--- src/rtl/ifm_window_streamer.sv ---
// Streams one IFM channel from RAM into the KERNAL_SIZE line-buffer window FIFO and flags complete windows.
// Latency: first read the cycle after start, push one cycle after each read, window_valid one cycle after push.
// Backpressure: stall freezes reads, pushes, counters and FSM; an in-flight return is parked in a one-entry holding register.
module ifm_window_streamer #(
    parameter int DATA_WIDTH            = 32,
    parameter int IFM_SIZE              = 32,
    parameter int KERNAL_SIZE           = 2,
    parameter int IFM_SIZE_NEXT         = IFM_SIZE - KERNAL_SIZE + 1,
    parameter int ADDRESS_SIZE_IFM      = $clog2(IFM_SIZE * IFM_SIZE),
    parameter int ADDRESS_SIZE_NEXT_IFM = $clog2(IFM_SIZE_NEXT * IFM_SIZE_NEXT)
) (
    input  logic                             clk,
    input  logic                             reset,
    input  logic                             start,
    input  logic                             stall,
    input  logic [DATA_WIDTH-1:0]            ram_data_in,
    output logic                             ram_rd_en,
    output logic [ADDRESS_SIZE_IFM-1:0]      ram_rd_addr,
    output logic                             fifo_enable,
    output logic [DATA_WIDTH-1:0]            fifo_data_out,
    output logic                             window_valid,
    output logic [ADDRESS_SIZE_NEXT_IFM-1:0] ofm_addr,
    output logic                             busy,
    output logic                             done
);
    localparam int NPIX  = IFM_SIZE * IFM_SIZE;
    localparam int CNT_W = ADDRESS_SIZE_IFM + 1;
    localparam int RC_W  = $clog2(IFM_SIZE);

    typedef enum logic [1:0] {IDLE, RUN, FLUSH, DONE} state_t;

    state_t                           state, state_n;
    logic [CNT_W-1:0]                 rd_cnt;
    logic [CNT_W-1:0]                 push_cnt;
    logic [RC_W-1:0]                  row;
    logic [RC_W-1:0]                  col;
    logic [ADDRESS_SIZE_NEXT_IFM-1:0] win_cnt;
    logic                             rd_pend;
    logic                             hold_full;
    logic [DATA_WIDTH-1:0]            hold_dat;
    logic                             read_go;
    logic                             push;
    logic                             win_hit;

    // Holding register drains before any fresh return; both cannot coincide since stall also blocks reads.
    always_comb begin
        read_go       = (state == RUN) && !stall;
        push          = !stall && (hold_full || rd_pend);
        win_hit       = (row >= RC_W'(KERNAL_SIZE - 1)) && (col >= RC_W'(KERNAL_SIZE - 1));
        ram_rd_en     = read_go;
        ram_rd_addr   = read_go ? rd_cnt[ADDRESS_SIZE_IFM-1:0] : '0;
        fifo_enable   = push;
        fifo_data_out = push ? (hold_full ? hold_dat : ram_data_in) : '0;
        busy          = (state != IDLE);
        done          = (state == DONE);
    end

    always_comb begin
        state_n = state;
        case (state)
            IDLE:    if (start) state_n = RUN;
            RUN:     if (read_go && rd_cnt == CNT_W'(NPIX - 1)) state_n = FLUSH;
            FLUSH:   if (!stall && push_cnt == CNT_W'(NPIX)) state_n = DONE;
            DONE:    state_n = IDLE;
            default: state_n = IDLE;
        endcase
    end

    always_ff @(posedge clk) begin
        if (!reset) begin
            state        <= IDLE;
            rd_cnt       <= '0;
            push_cnt     <= '0;
            row          <= '0;
            col          <= '0;
            win_cnt      <= '0;
            rd_pend      <= 1'b0;
            hold_full    <= 1'b0;
            hold_dat     <= '0;
            window_valid <= 1'b0;
            ofm_addr     <= '0;
        end else begin
            state        <= state_n;
            rd_pend      <= read_go;
            window_valid <= push && win_hit;
            if (state == IDLE && start) begin
                rd_cnt   <= '0;
                push_cnt <= '0;
                row      <= '0;
                col      <= '0;
                win_cnt  <= '0;
                ofm_addr <= '0;
            end
            if (read_go)
                rd_cnt <= rd_cnt + 1'b1;
            if (rd_pend && stall) begin
                hold_full <= 1'b1;
                hold_dat  <= ram_data_in;
            end else if (push) begin
                hold_full <= 1'b0;
            end
            if (push) begin
                push_cnt <= push_cnt + 1'b1;
                if (col == RC_W'(IFM_SIZE - 1)) begin
                    col <= '0;
                    row <= row + 1'b1;
                end else begin
                    col <= col + 1'b1;
                end
                if (win_hit) begin
                    ofm_addr <= win_cnt;
                    win_cnt  <= win_cnt + 1'b1;
                end
            end
        end
    end
endmodule

--- config.mk ---
export PLATFORM = sky130hd
export DESIGN_NAME = ifm_window_streamer
export DESIGN_NICKNAME = d
export VERILOG_FILES = /design/src/rtl/ifm_window_streamer.sv
export SDC_FILE = /design/constraint.sdc
export NUM_CORES = 1
export LEC_CHECK = 0
export CORE_ASPECT_RATIO = 1.25
export CORE_UTILIZATION = 45
export DETAILED_ROUTE_END_ITERATION = 8
export DONT_BUFFER_PORTS = 1
export HOLD_SLACK_MARGIN = 0.12
export PLACE_DENSITY = 0.65
export SYNTH_ARGS = -nofsm -noshare
export SYNTH_HDL_FRONTEND = slang
export SYNTH_SLANG_ARGS = --single-unit
--- constraint.sdc ---
create_clock -name clk -period 1.8 [get_ports clk]
set_clock_uncertainty 0.05 [all_clocks]
set_input_delay 0.36 -clock clk [delete_from_list [all_inputs] [get_ports clk]]
set_output_delay 0.36 -clock clk [all_outputs]
set_load 0.01 [all_outputs]
==> results.md <==
* Top cell type's share of synthesized area at 37.76%
* FF-to-FF setup slack at -0.02 ns
* Core ar. at 0.01016 mm^2
* Row count at 41
* First-pass GRT wire length at 17620 um
* Tmin final at 1.819 ns
* R2R depth at 5
* Hold WC Path Type: in2reg
* Die Wd at 93.59 um
* Area leader, netlist: dfxtp_1
* Final hold vios at 0
* Initial antenna violation count at 0
* Root buf cell: clkbuf_16
* Syn Std Cell Area at 0.004718 mm^2
* Worst-path fanout max at 5
* Kind of critical path: reg2reg
* Setup violations, final at 2
* Total Routing Usage GR at 20.57%
* Arr. time, crit path at 2.05 ns
* Ports at 93
* Synthesis-stage register bit count at 89
* Reg2Reg Launch Point: row[2]$_SDFF_PN0_
* DRT iter0 DRCs at 214
* Fraction of registers with async set/reset at 0%
* Slew Limit Fails at 0
* Critical path launch point type: flop
* DR pass1 iterations at 5
* Clock tree sinks at 89
* Max Cap Viol at 0
* Post-Syn Area per Cell at 8.149 um^2
* RSZ-0062 raised after global routing: true
* Post-synth top cells: nand2_1, dfxtp_1, nor2_1
* Worst-Margin Slew at 0.9419 ns
* Final period utilization at 101.0%
* Vias in the first global route at 3752
* I/O Buffers at 0
* Largest net degree at the start of global routing at 40
* Register area share after synthesis at 37.76%
* Final net count at 681
* Status: complete, but fails checks
* CTS Buf Count at 9
* Final wirelength at 11550 um
* Ys Warns at 0
* Max Freq at 549.8 MHz
* Synth unique cells at 55
* Setup ws final at -0.01876 ns
* Via/cell ratio at 5.568
* Starting density of the core at 46.45%
* Number of synthesized flops with an enable pin at 0
* Residual DRC at 0
* Clk buf depth at 2
* P_leak at 0.002114 uW
* Die height at 116.5 um
* N_diodes at 0
* Gpl congestion at 0.8581
* Mapped Nets at 628
* Fillers at 882
* Synth Instances at 579
* WP data required at 2.03 ns
* Wire length per cell at 15.08 um
* Hold depth at 2
* Routed Antenna Nets at 0
* Ys flop type: dfxtp_1
* Hold slack at 0.1329 ns
* Share of cells above drive strength 1 at 19.31%
* Top post-synthesis cells by area: dfxtp_1, nand2_1, mux2i_1
* Hold path endpoint: hold_dat[5]$_SDFFE_PN0P_
* Worst skew pair latency at 0.34 ns
* CTS tree: yes
* Max-slew headroom at 37.20%
* Critical Path Sink Type: flop
* Post-detail-place hpwl at 6790 um
* Power Dens Cells at 845.1 mW/mm^2
* Failing checks: negative setup slack
* GRT overflow at 0
* Detailed-route via count at 4265
* HP Start: ram_data_in[5]
* R2r endpoint: win_cnt[3]$_SDFF_PN0_
* Top-count cell post-synth: nand2_1
* Peak VDD IR at 0.4986 mV
* Layout area overhead at 25.25%
* Die area at 0.01090 mm^2
* Clk slew on worst S/H paths at 0.06 ns
* CTS HTree Levels at 3
* Pre-CTS WS at -0.01484 ns
cell usage in the layout, fill, tap and decap left out, drive strengths merged, types with 2 or more instances in the layout:
master,synthesis,final
o21ai,34,34
nor3b,2,2
dfxtp,89,89
a31oi,6,6
or4,5,5
nand4,6,6
clkbuf,31,16
nand3,31,31
clkinv,1,2
a21o,2,2
ha,13,13
buf,5,43
a21boi,56,56
o31ai,2,2
o211a,2,2
o211ai,3,3
nand2,99,99
dlygate4sd3,0,32
nor4,4,4
nand3b,8,8
a21oi,12,12
or3,2,2
nor2b,10,10
nor3,11,11
o21a,3,3
inv,8,8
and2,23,23
and3,9,9
mux2i,36,36
nor2,55,55
state kept, by name (all words and copies together), names as in the netlist:
register / count
rd_pend: 1
rd_cnt: 11
push_cnt: 11
row: 5
ofm_addr: 10
state: 2
window_valid: 1
win_cnt: 10
hold_dat: 32
col: 5
hold_full: 1
per-layer routing:
| metal | up-vias | wire [um] | GRT usage, % |
|---|---|---|---|
| met2 | 116 | 5753 | 35.74 |
| met4 | 0 | 163 | 8.103 |
| met3 | 14 | 484 | 3.971 |
| li1 | 2120 | - | - |
| met1 | 2015 | 5151 | 25.05 |
| met5 | - | 0 | 0 |
worst max-delay path by stage:
stage	slack (ns)	depth (start not counted)	from	to
global route	-0.08	6	row[2]$_SDFF_PN0_	win_cnt[6]$_SDFF_PN0_
floorplan	-0.08	5	hold_full$_SDFFE_PN0P_	fifo_data_out[10]
finish	-0.02	5	row[2]$_SDFF_PN0_	win_cnt[3]$_SDFF_PN0_
detailed placement	-0.01	5	row[2]$_SDFF_PN0_	win_cnt[6]$_SDFF_PN0_
CTS	-0.03	5	row[2]$_SDFF_PN0_	win_cnt[2]$_SDFF_PN0_
global placement	-0.01	5	row[2]$_SDFF_PN0_	win_cnt[6]$_SDFF_PN0_
per-stage QoR:
step                instance area (um^2)  cells  power [uW]  util, %    TNS, ns
floorplan                           4727    579        2733        -     -2.503
global placement                    4977    704        2928    49.00  -0.009938
detailed placement                  4977    704        2951    49.00   -0.02197
CTS                                 5674    759        4878    55.86    -0.1911
global route                        5909    766        5234    58.18    -0.4318
finish                              5909    766        4994    58.18   -0.02828
power breakdown:
group	leakage [uW]	internal, uW	switching [uW]
Sequential	0.000720	2030	45.0
Combinational	0.00126	503	653
Clock	0.000133	1010	750
Total	0.00211	3550	1450
logic make-up (layout without fill, tap and decap cells):
logic type	after synthesis	count (layout)	synth area share, %
simple gates	270	270	27.66
compound gates	126	126	19.12
flops	89	89	37.76
buf+inv	45	103	4.376
mux	36	36	7.637
fa+ha+maj	13	13	3.447
area by class of cell:
type | count | area, um^2 | share of cell area (%)
Clock buffer | 14 | 264.0 | 4.467
Tap cell | 129 | 161.4 | 2.731
Timing Repair Buffer | 78 | 760.7 | 12.87
Clock inverter | 2 | 12.51 | 0.2117
Inverter | 9 | 41.29 | 0.6987
Sequential cell | 89 | 1790 | 30.30
Multi-Input combinational cell | 445 | 2879 | 48.72
critical path, stage by stage, from the launching register on:
cell and delay, ns:
dfxtp_2 0.32, or4_4 0.55, o31a_4 0.34, a21oi_4 0.21
buf_4 0.14, a31o_2 0.14
repair_timing:
item                       CTS  global route
hold endpoints to repair    59             1
setup buffers                6             4
hold buffers                33             1
pin swaps                    0            10
setup endpoints to repair   21            49
resized for setup           14            47
gates cloned                 0             2
Power figures use the tool's default switching activity.
